## config.mk

```make
export PLATFORM = sky130hd
export DESIGN_NAME = rca_wide_add_ctrl
export DESIGN_NICKNAME = d
export VERILOG_FILES = /design/src/rtl/rca_wide_add_ctrl.sv
export SDC_FILE = /design/constraint.sdc
export NUM_CORES = 1
export LEC_CHECK = 0
export CORE_MARGIN = 2
export CORE_UTILIZATION = 54
export CTS_CLUSTER_SIZE = 12
export DETAILED_ROUTE_END_ITERATION = 16
export PLACE_DENSITY_LB_ADDON = 0.15
export SKIP_LAST_GASP = 1
export SYNTH_ARGS = -nofsm -noshare
export SYNTH_HDL_FRONTEND = slang
export SYNTH_SLANG_ARGS = --single-unit
```

## constraint.sdc

```tcl
create_clock -name clk -period 29.8 [get_ports clk]
set_input_delay 5.96 -clock clk [delete_from_list [all_inputs] [get_ports clk]]
set_output_delay 5.96 -clock clk [all_outputs]
set_load 0.005 [all_outputs]
```

## src/rtl/rca_wide_add_ctrl.sv

```systemverilog
// Wide adder sequencer: adds two 32*WORDS-bit operands one 32-bit word per clock
// through a single shared ripple-carry adder, LSW first, with a registered word carry.

module rca32BitFullAdder (
    input  logic [31:0] a,
    input  logic [31:0] b,
    input  logic        cin,
    output logic [31:0] sum,
    output logic        ca
);
    logic [32:0] c;

    assign c[0] = cin;
    for (genvar i = 0; i < 32; i++) begin : g_bit
        assign sum[i]   = a[i] ^ b[i] ^ c[i];
        assign c[i + 1] = (a[i] & b[i]) | (c[i] & (a[i] ^ b[i]));
    end
    assign ca = c[32];
endmodule

module rca_wide_add_ctrl #(
    parameter int WORDS = 4
) (
    input  logic                clk,
    input  logic                rst_n,
    input  logic                start,
    input  logic [32*WORDS-1:0] a,
    input  logic [32*WORDS-1:0] b,
    input  logic                cin,
    output logic                busy,
    output logic                done,
    output logic [32*WORDS-1:0] sum,
    output logic                ca
);
    localparam int W     = 32 * WORDS;
    localparam int IDX_W = $clog2(WORDS);

    typedef enum logic [1:0] {IDLE, RUN, DONE} state_t;

    state_t             state_q, state_d;
    logic [W-1:0]       op_a, op_b, sum_q;
    logic [IDX_W-1:0]   idx_q;
    logic               carry_q, ca_q;
    logic [31:0]        word_a, word_b, word_sum;
    logic               word_ca;
    logic               last_word, accept;

    assign word_a    = op_a[{idx_q, 5'b0} +: 32];
    assign word_b    = op_b[{idx_q, 5'b0} +: 32];
    assign last_word = (idx_q == IDX_W'(WORDS - 1));
    assign accept    = start && (state_q == IDLE || state_q == DONE);

    // Every inter-word carry goes through carry_q, so the critical path is one 32-bit ripple.
    rca32BitFullAdder u_add (
        .a   (word_a),
        .b   (word_b),
        .cin (carry_q),
        .sum (word_sum),
        .ca  (word_ca)
    );

    always_ff @(posedge clk or negedge rst_n) begin
        // NOTE: sequential state uses non-blocking (<=) so all registers update together at the edge.
        if (!rst_n) state_q <= IDLE;
        else        state_q <= state_d;
    end

    always_comb begin
        // NOTE: combinational blocks assign a default first so no path leaves a latch behind.
        state_d = state_q;
        unique case (state_q)
            IDLE:    if (start) state_d = RUN;
            RUN:     if (last_word) state_d = DONE;
            DONE:    state_d = start ? RUN : IDLE;
            default: state_d = IDLE;
        endcase
    end

    always_comb begin
        busy = 1'b0;
        done = 1'b0;
        unique case (state_q)
            RUN:     busy = 1'b1;
            DONE:    done = 1'b1;
            default: ;
        endcase
    end

    always_ff @(posedge clk or negedge rst_n) begin
        // NOTE: operand and result registers are reset so an aborted add leaves no stale data visible.
        if (!rst_n) begin
            op_a    <= '0;
            op_b    <= '0;
            sum_q   <= '0;
            idx_q   <= '0;
            carry_q <= 1'b0;
            ca_q    <= 1'b0;
        end else if (accept) begin
            op_a    <= a;
            op_b    <= b;
            carry_q <= cin;
            idx_q   <= '0;
            sum_q   <= '0;
            ca_q    <= 1'b0;
        end else if (state_q == RUN) begin
            sum_q[{idx_q, 5'b0} +: 32] <= word_sum;
            carry_q                    <= word_ca;
            if (last_word) ca_q  <= word_ca;
            else           idx_q <= idx_q + IDX_W'(1);
        end
    end

    assign sum = sum_q;
    assign ca  = ca_q;
endmodule
```

==> results.json, run 1 <==
{
  "status": "complete, no violations",
  "nNetsFinal": 2287,
  "yosysTopAreaCell": "dfrtp_1",
  "die_w_um": 181.8,
  "critPathKind": "flip-flop to flip-flop",
  "syn_to_final_growth_pct": 31.34,
  "vias": 13210,
  "setup_viol": 0,
  "slowest_stage": "dfrtp_4",
  "fin_setup_tns_ns": 0,
  "maxCapViolations": 0,
  "cp-start-kind": "flip-flop",
  "coreArea_um2": 31310,
  "finalCritPeriodShare": 0.5754,
  "portBuffers": 390,
  "path_delay_family": "adder cells",
  "powerDensity_nw_per_um2": 118.4,
  "synth.top_cells.by_area": "dfrtp_1, nand2_1, mux4_2",
  "synth-async-reset-ratio": 1.000,
  "totalWireLength_um": 46510,
  "rows": 65,
  "grt_overflow": 0,
  "antenna_left": 0,
  "rrSetupSlack_ns": 12.65,
  "grt_max_degree": 265,
  "grt_pass1_wl_um": 73340,
  "postCtsSetupRepairBufs": 0,
  "avgSynthCellArea_um2": 10.29,
  "clkLatencyLatePin_ns": 0.53,
  "synth-seq-cells": 390,
  "vias_per_cell": 5.465,
  "pwr-share-clk": 0.185,
  "placed_cell_area_um2": 21140,
  "grt_usage": 0.2867,
  "drc_errors": 0,
  "leakage_nw": 10.60,
  "io_pins": 391,
  "antenna_found_initial": 5,
  "dp_hpwl_um": 31700,
  "synth_edf_count": 0,
  "p_seq_frac": 0.339,
  "crit_arrival_ns": 17.56,
  "ys_warn_count": 0,
  "r2r_end": "sum[127]$_DFFE_PN0P_",
  "place.gp.congestion": 0.8612,
  "cts_root_buf": "clkbuf_16",
  "wl_per_cell_um": 19.24,
  "clk_path_buf_depth": 3,
  "crit_end": "sum[127]$_DFFE_PN0P_",
  "end_kind": "flip-flop",
  "fin_area_um2": 22430,
  "first_iter_violations": 1174,
  "worstPathRequired_ns": 30.21,
  "final_cell_mix": "nand2_1, clkdlybuf4s50_1, dfrtp_1",
  "cp.buffers_inverters": 5,
  "cts_hold_buf": 0,
  "numCtsBuffers": 41,
  "hp-class": "flip-flop to flip-flop",
  "period_minus_slack_ns": 17.15,
  "finClkSkew_ns": 0.01711,
  "slowest_delay_ns": 0.85,
  "synthCells": 1660,
  "switching_share": 0.3992,
  "crit_start": "idx_q[0]$_DFFE_PN0P_",
  "synthFlopType": "dfrtp_1",
  "finalHoldViolations": 0,
  "cp.depth": 39,
  "start_util": 0.5453,
  "cts_tree": "built",
  "power.internal_mw": 1.595,
  "rr_startpoint": "idx_q[0]$_DFFE_PN0P_",
  "worstMarginPinSlew_ns": 1.399,
  "cts_sinks": 390,
  "ir_drop_uv": 73.75,
  "final_common_cell": "nand2_1",
  "syn_nets": 1956,
  "grt_pass1_vias": 13500,
  "slew_viol_final": 0,
  "synthDistinctLibCells": 30,
  "max_freq_ghz": 0.05832,
  "first_pass_iters": 5,
  "synth-seq-area-share": 0.5716,
  "die-area_um2": 33060,
  "rsz0062_at_grt": "no",
  "layout-drive-gt1-share": 0.07061,
  "cts_resized": 0,
  "cp_max_fo": 37,
  "cp_common_cell": "fa_1",
  "clk_pin_slew_worst_paths_ns": 0.06,
  "mappedNetlistArea_um2": 17080,
  "switchingPower_mw": 1.060,
  "ff2ff_path_depth": 39,
  "die_h_um": 181.8,
  "ctsHtreeMaxLevel": 2,
  "relSlewSlack": 0.06706,
  "combPwrFrac": 0.476,
  "synth_top_area_frac": 0.5716
}
[kinds of logic after synthesis]
logic type,share of synthesized area
flip-flops,0.5716
XOR/XNOR,0.0005130
buffers and inverters,0.04448
multiplexers,0.08441
adder cells (fa/ha/maj),0.04045
AO/OA/AOI/OAI,0.06243
AND/OR/NAND/NOR,0.1962
[metal layers]
layer,vias up,share of wire,GRT usage
met3,62,0.075,0.05455
met1,6563,0.43,0.4157
met5,-,0.00028,0
met4,2,0.020,0.07967
met2,504,0.48,0.4503
li1,6077,-,-
[flip-flops by register name, summed over array words and instances, names as in the netlist]
signal,flops
sum,128
op_b,128
ca,1
op_a,128
idx_q,2
state_q,2
carry_q,1
[power groups by stage]
stage	Clock, mW	Sequential, mW	Combinational, mW
after global routing	0.522	0.927	1.38
after global placement	0	0.893	1.23
after floorplan	0	0.852	0.806
after CTS	0.501	0.898	1.26
after detailed placement	0	0.905	1.26
final	0.492	0.899	1.26
[final cells by class]
class,instances,area (µm²)
Antenna cell,4,10.01
Clock buffer,56,1185
Clock inverter,7,92.59
Fill cell,2275,8885
Inverter,68,255.2
Multi-Input combinational cell,1088,6578
Sequential cell,390,9767
Tap cell,402,503.0
Timing Repair Buffer,402,4036
[Yosys cell counts, drive strengths merged, types with 2 or more instances]
cell type / instances
o31ai: 64
mux4: 64
nand2: 772
inv: 68
nor2b: 3
clkbuf: 55
ha: 4
nand3: 64
a21oi: 2
buf: 59
and3b: 2
or2: 2
a22o: 4
fa: 32
nand3b: 3
nor2: 2
o2bb2ai: 60
dfrtp: 390
[worst min path at each step]
stage                    startpoint                    to  depth (start not counted)  slack [ns]
6_report       op_a[70]$_DFFE_PN0P_  op_a[70]$_DFFE_PN0P_                          2        0.47
5_1_grt        op_b[19]$_DFFE_PN0P_  op_b[19]$_DFFE_PN0P_                          2        0.49
4_1_cts        op_a[70]$_DFFE_PN0P_  op_a[70]$_DFFE_PN0P_                          2        0.47
3_5_place_dp   op_a[70]$_DFFE_PN0P_  op_a[70]$_DFFE_PN0P_                          2        0.46
3_3_place_gp    op_a[1]$_DFFE_PN0P_   op_a[1]$_DFFE_PN0P_                          2        0.45
2_1_floorplan  op_a[64]$_DFFE_PN0P_  op_a[64]$_DFFE_PN0P_                          2        0.44
[worst register-to-register path: cells and delay by family (launching register included)]
kind            cells  cell delay, ns
fa+ha+maj          32           14.61
buf+inv             5            1.02
flops               1            0.85
mux                 1            0.35
compound gates      1            0.22
[through the flow]
stage	util	hold slack (ns)	power (mW)	setup slack, ns	instances
2_1_floorplan	-	0.4403	1.657	14.00	1660
6_report	0.7162	0.4690	2.655	12.65	2417
5_1_grt	0.7162	0.4869	2.833	11.96	2416
3_3_place_gp	0.6751	0.4523	2.118	12.50	2350
3_5_place_dp	0.6751	0.4591	2.161	12.45	2350
4_1_cts	0.7159	0.4735	2.662	12.43	2413
Power figures use the tool's default switching activity.
==> run 2: changes to the inputs <==
Settings changed: CORE_UTILIZATION 54 to 46.
Clock period 29.8 ns to 14.2 ns, I/O delays scaled along.
==> run 2 against run 1 <==
Compared with the run above:
- clock-buffer cell count grew 9
- setup slack lost 12 ns
- combinational power grew 120%
- first-iteration DRC count shrank 15%
- highest routed layer unchanged
==> results.json, run 2 (synthesis results as in run 1) <==
{
  "grt_max_degree": 178,
  "vias_per_cell": 5.290,
  "place.gp.congestion": 0.8366,
  "p_seq_frac": 0.327,
  "final_common_cell": "nand2_1",
  "finalCritPeriodShare": 0.9726,
  "setup_viol": 0,
  "post-route-util": 0.6176,
  "hp-class": "flip-flop to flip-flop",
  "combPwrFrac": 0.495,
  "cts_tree": "built",
  "clk_pin_slew_worst_paths_ns": 0.06,
  "critPathKind": "flip-flop to flip-flop",
  "numCtsBuffers": 41,
  "cp_max_fo": 4,
  "die_w_um": 196.7,
  "fill_cells": 3068,
  "start_util": 0.4664,
  "grt_pass1_wl_um": 74960,
  "slowest_stage": "dfrtp_4",
  "end_kind": "flip-flop",
  "pwr-share-clk": 0.178,
  "slowest_delay_ns": 0.51,
  "switchingPower_mw": 2.274,
  "status": "complete, no violations",
  "finClkSkew_ns": 0.01681,
  "cts_resized": 0,
  "portBuffers": 390,
  "ff2ff_path_depth": 38,
  "cts_root_buf": "clkbuf_16",
  "io_pins": 391,
  "worstHoldPathCells": 2,
  "period_minus_slack_ns": 13.81,
  "clkLatencyLatePin_ns": 0.52,
  "placed_cell_area_um2": 21360,
  "grt_overflow": 0,
  "slew_viol_final": 0,
  "final_cell_mix": "nand2_1, clkdlybuf4s50_1, dfrtp_1",
  "wl_per_cell_um": 19.22,
  "ctsHtreeMaxLevel": 2,
  "rows": 70,
  "first_iter_violations": 1002,
  "grt_usage": 0.2512,
  "totalWireLength_um": 48040,
  "nNetsFinal": 2299,
  "postCtsSetupRepairBufs": 0,
  "dp_hpwl_um": 33760,
  "finalHoldViolations": 0,
  "cp_common_cell": "fa_2",
  "syn_to_final_growth_pct": 32.42,
  "grt_pass1_vias": 13210,
  "clk_path_buf_depth": 3,
  "die_h_um": 196.7,
  "leakage_nw": 10.62,
  "antenna_left": 0,
  "vias": 13230,
  "coreArea_um2": 36610,
  "cp-start-kind": "flip-flop",
  "ir_drop_uv": 128.8,
  "rsz0062_at_grt": "no",
  "worstMarginPinSlew_ns": 1.145,
  "powerDensity_nw_per_um2": 251.8,
  "antenna_found_initial": 5,
  "die-area_um2": 38680,
  "relSlewSlack": 0.2369,
  "power.internal_mw": 3.420,
  "first_pass_iters": 5,
  "layout-drive-gt1-share": 0.08777,
  "crit_arrival_ns": 14.22,
  "cts_sinks": 390,
  "max_freq_ghz": 0.07241,
  "fin_area_um2": 22610,
  "maxCapViolations": 0,
  "drc_errors": 0,
  "worstPathRequired_ns": 14.61,
  "switching_share": 0.3993
}
run 2: cell count changes in the layout (fill, tap and decap cells not counted), sizes merged:
cell	previous run	this run
clkbuf	56	65
inv	69	68
buf	13	25
bufinv	2	1
clkinv	4	2
run 2: area by class of cell:
type / instances / area, µm² / area share
well taps: 468 / 585.6 / 0.02590
clock inverters: 3 / 40.04 / 0.001771
repair buffers: 414 / 4101 / 0.1814
clock buffers: 65 / 1196 / 0.05290
inverters: 68 / 255.2 / 0.01129
multi-input cells: 1088 / 6655 / 0.2943
flip-flops and latches: 390 / 9767 / 0.4320
diodes: 4 / 10.01 / 0.0004427
run 2: power groups by stage:
| stage | Sequential, mW | Combinational (mW) | Clock [mW] |
|---|---|---|---|
| global placement | 1.84 | 2.79 | 0 |
| CTS | 1.86 | 2.85 | 1.03 |
| global route | 1.91 | 3.10 | 1.08 |
| finish | 1.86 | 2.82 | 1.01 |
| floorplan | 1.79 | 1.76 | 0 |
| detailed placement | 1.87 | 2.84 | 0 |
run 2: worst paths after layout:
kind                                      start                    end  slack [ns]
min in group asynchronous                 rst_n   sum[118]$_DFFE_PN0P_        2.39
setup / recovery           idx_q[0]$_DFFE_PN0P_    sum[63]$_DFFE_PN0P_        0.39
hold reg to reg            op_a[81]$_DFFE_PN0P_   op_a[81]$_DFFE_PN0P_        0.47
setup reg to reg           idx_q[0]$_DFFE_PN0P_    sum[63]$_DFFE_PN0P_        0.39
max in group asynchronous                 rst_n  op_b[109]$_DFFE_PN0P_        9.74
hold / removal             op_a[81]$_DFFE_PN0P_   op_a[81]$_DFFE_PN0P_        0.47
run 2: through the flow:
stage                     setup TNS (ns)  instances  power, mW  setup WS (ns)  hold slack (ns)
after global placement           -0.7637       2428      4.631        -0.2054           0.4526
after global routing                   0       2500      6.093        0.04399           0.4848
after detailed placement         -0.9653       2428      4.708        -0.2566           0.4582
final                                  0       2500      5.693         0.3890           0.4689
after floorplan                        0       1660      3.550        0.01978           0.4403
after CTS                              0       2496      5.734        0.04002           0.4722
run 2: what timing repair did:
action                     in CTS  in global routing
setup endpoints to repair       4                  4
hold buffers                    0                  0
pin swaps                       9                 13
run 2: worst max-delay path: cells and delay by family, from the launching register on:
kind / cells / cell delay (ns)
DFF: 1 / 0.51
adders and majority gates: 32 / 12.33
AOI/OAI and AO/OA: 1 / 0.24
muxes: 1 / 0.34
buffers and inverters: 4 / 0.27
run 2: per-layer routing:
layer  global-route usage  up-vias  part of all wire
li1                     -     6108                 -
met4              0.05709        2             0.016
met1               0.3827     6618              0.46
met5                    0        -           0.00027
met2               0.3810      439              0.45
met3              0.04312       59             0.069
==> run 3: changes to the inputs <==
Settings changed: CORE_ASPECT_RATIO set to 1.5, SYNTH_HIERARCHICAL set to 1.
==> run 3 against run 2 <==
Compared with the run above:
- die area is essentially flat
- non-clock buffer count is 2 lower
- power decreased by 5.9%
- critical path type unchanged
- first-iteration DRC count decreased by 13%
- sequential share of layout area is 0.70 points higher
- largest power group unchanged
- sequential power about the same
==> results.json, run 3 <==
{
  "status": "complete, no violations",
  "finalCritPeriodShare": 0.9655,
  "period_minus_slack_ns": 13.71,
  "finClkSkew_ns": 0.008218,
  "synth-seq-cells": 390,
  "synthCells": 1572,
  "cts_tree": "built",
  "relSlewSlack": 0.2772,
  "dp_hpwl_um": 33880,
  "worstHoldPathCells": 2,
  "finalHoldViolations": 0,
  "grt_usage": 0.2510,
  "fin_area_um2": 22250,
  "rsz0062_at_grt": "no",
  "yosysTopAreaCell": "dfrtp_1",
  "final_common_cell": "nand2_1",
  "die_w_um": 161.3,
  "grt_pass1_wl_um": 74770,
  "ys_warn_count": 6,
  "rr_startpoint": "idx_q[0]$_DFFE_PN0P_",
  "die-area_um2": 38690,
  "synth_commonest_cells": "nand2_1, dfrtp_1, a22o_1",
  "place.gp.congestion": 0.8395,
  "pwr-share-clk": 0.174,
  "slowest_delay_ns": 0.52,
  "postCtsSetupRepairBufs": 0,
  "ctsHtreeMaxLevel": 2,
  "min_to": "op_b[122]$_DFFE_PN0P_",
  "syn_to_final_growth_pct": 30.38,
  "placed_cell_area_um2": 21120,
  "portBuffers": 390,
  "clkLatencyLatePin_ns": 0.53,
  "synthDistinctLibCells": 34,
  "combPwrFrac": 0.483,
  "first_iter_violations": 867,
  "grt_max_degree": 108,
  "coreArea_um2": 36690,
  "p_seq_frac": 0.343,
  "setup_viol": 0,
  "leakage_nw": 10.77,
  "wl_per_cell_um": 19.71,
  "cp_max_fo": 3,
  "cp_common_cell": "fa_1",
  "worstPathRequired_ns": 14.67,
  "synth_top_area_frac": 0.5719,
  "ff2ff_path_depth": 40,
  "maxCapViolations": 0,
  "max_freq_ghz": 0.07294,
  "slowest_stage": "mux4_2",
  "die_h_um": 239.9,
  "cts_resized": 4,
  "cp-start-kind": "flip-flop",
  "synth.top_cells.by_area": "dfrtp_1, nand2_1, mux4_2",
  "ir_drop_uv": 110.0,
  "layout-drive-gt1-share": 0.09539,
  "vias_per_cell": 5.243,
  "start_util": 0.4651,
  "min_from": "op_b[122]$_DFFE_PN0P_",
  "mappedNetlistArea_um2": 17070,
  "r2r_end": "sum[31]$_DFFE_PN0P_",
  "slew_viol_final": 0,
  "antenna_left": 0,
  "hp-class": "flip-flop to flip-flop",
  "synth_edf_count": 0,
  "power.internal_mw": 3.291,
  "cts_hold_buf": 0,
  "worstMarginPinSlew_ns": 1.082,
  "switchingPower_mw": 2.065,
  "nNetsFinal": 2217,
  "antenna_found_initial": 11,
  "grt_pass1_vias": 13310,
  "synthFlopType": "dfrtp_1",
  "rows": 86,
  "cts_sinks": 390,
  "switching_share": 0.3856,
  "avgSynthCellArea_um2": 10.86,
  "end_kind": "flip-flop",
  "grt_overflow": 0,
  "rrSetupSlack_ns": 0.49,
  "powerDensity_nw_per_um2": 240.7,
  "numCtsBuffers": 39,
  "drc_errors": 0,
  "post-route-util": 0.6064,
  "io_pins": 391,
  "final_cell_mix": "nand2_1, clkdlybuf4s50_1, dfrtp_1",
  "synth-async-reset-ratio": 1.000,
  "clk_path_buf_depth": 3,
  "clk_pin_slew_worst_paths_ns": 0.06,
  "yosysMostFrequentCell": "nand2_1",
  "vias": 12700,
  "totalWireLength_um": 47740,
  "cts_root_buf": "clkbuf_16",
  "critPathKind": "flip-flop to flip-flop",
  "synth-seq-area-share": 0.5719,
  "crit_arrival_ns": 14.18,
  "total_power_mw": 5.356,
  "syn_nets": 1870,
  "first_pass_iters": 5
}
run 3: logic make-up after synthesis:
family,count (synthesis),synth area share
compound gates,136,0.06841
xor+xnor,1,0.0005133
fa+ha+maj,38,0.04194
buf+inv,120,0.04297
flops,390,0.5719
mux,65,0.08512
simple gates,822,0.1892
run 3: final cells by class:
| class | count | area, µm² |
|---|---|---|
| clock buffers | 48 | 1062 |
| diodes | 9 | 22.52 |
| clock inverters | 3 | 17.52 |
| repair buffers | 412 | 4074 |
| flip-flops and latches | 390 | 9767 |
| multi-input cells | 1062 | 6646 |
| well taps | 484 | 605.6 |
| inverters | 14 | 55.05 |
| fillers | 3087 | 14440 |
run 3: how the worst max path moves through the flow:
stage	from	end	slack (ns)	cells past startpoint
finish	idx_q[0]$_DFFE_PN0P_	sum[31]$_DFFE_PN0P_	0.49	40
global placement	idx_q[0]$_DFFE_PN0P_	sum[31]$_DFFE_PN0P_	-0.11	40
detailed placement	idx_q[0]$_DFFE_PN0P_	sum[31]$_DFFE_PN0P_	-0.16	40
global route	idx_q[0]$_DFFE_PN0P_	sum[31]$_DFFE_PN0P_	0.01	40
CTS	idx_q[0]$_DFFE_PN0P_	sum[31]$_DFFE_PN0P_	0.02	40
floorplan	idx_q[0]$_DFFE_PN0P_	sum[31]$_DFFE_PN0P_	0.20	42
run 3: metrics by stage:
| stage | hold WS (ns) | worst slack (ns) | setup TNS [ns] | std cells |
|---|---|---|---|---|
| after global placement | 0.4517 | -0.1125 | -0.1125 | 2362 |
| after CTS | 0.4716 | 0.02276 | 0 | 2413 |
| final | 0.4671 | 0.4899 | 0 | 2422 |
| after floorplan | 0.4403 | 0.2033 | 0 | 1572 |
| after detailed placement | 0.4573 | -0.1582 | -0.2173 | 2362 |
| after global routing | 0.4853 | 0.01255 | 0 | 2421 |
run 3: per-layer routing:
metal  vias up  wire length (µm)  GRT usage
li1       5858                 -          -
met1      6352             20110     0.3378
met2       385             23530     0.4093
met3        97              2391    0.03933
met4         6              1670     0.1066
met5         -                41          0
run 3: worst max-delay path, delay by kind of cell (launching register included):
kind / cells / cell delay (ns)
fa+ha+maj: 32 / 12.03
buf+inv: 4 / 0.30
flops: 1 / 0.43
mux: 2 / 0.69
simple gates: 2 / 0.20
run 3: power groups by stage:
stage | registers, mW | clock network, mW | logic [mW]
6_report | 1.84 | 0.931 | 2.59
5_1_grt | 1.89 | 0.992 | 2.84
4_1_cts | 1.84 | 0.952 | 2.56
3_5_place_dp | 1.85 | 0 | 2.54
3_3_place_gp | 1.82 | 0 | 2.49
2_1_floorplan | 1.78 | 0 | 1.65
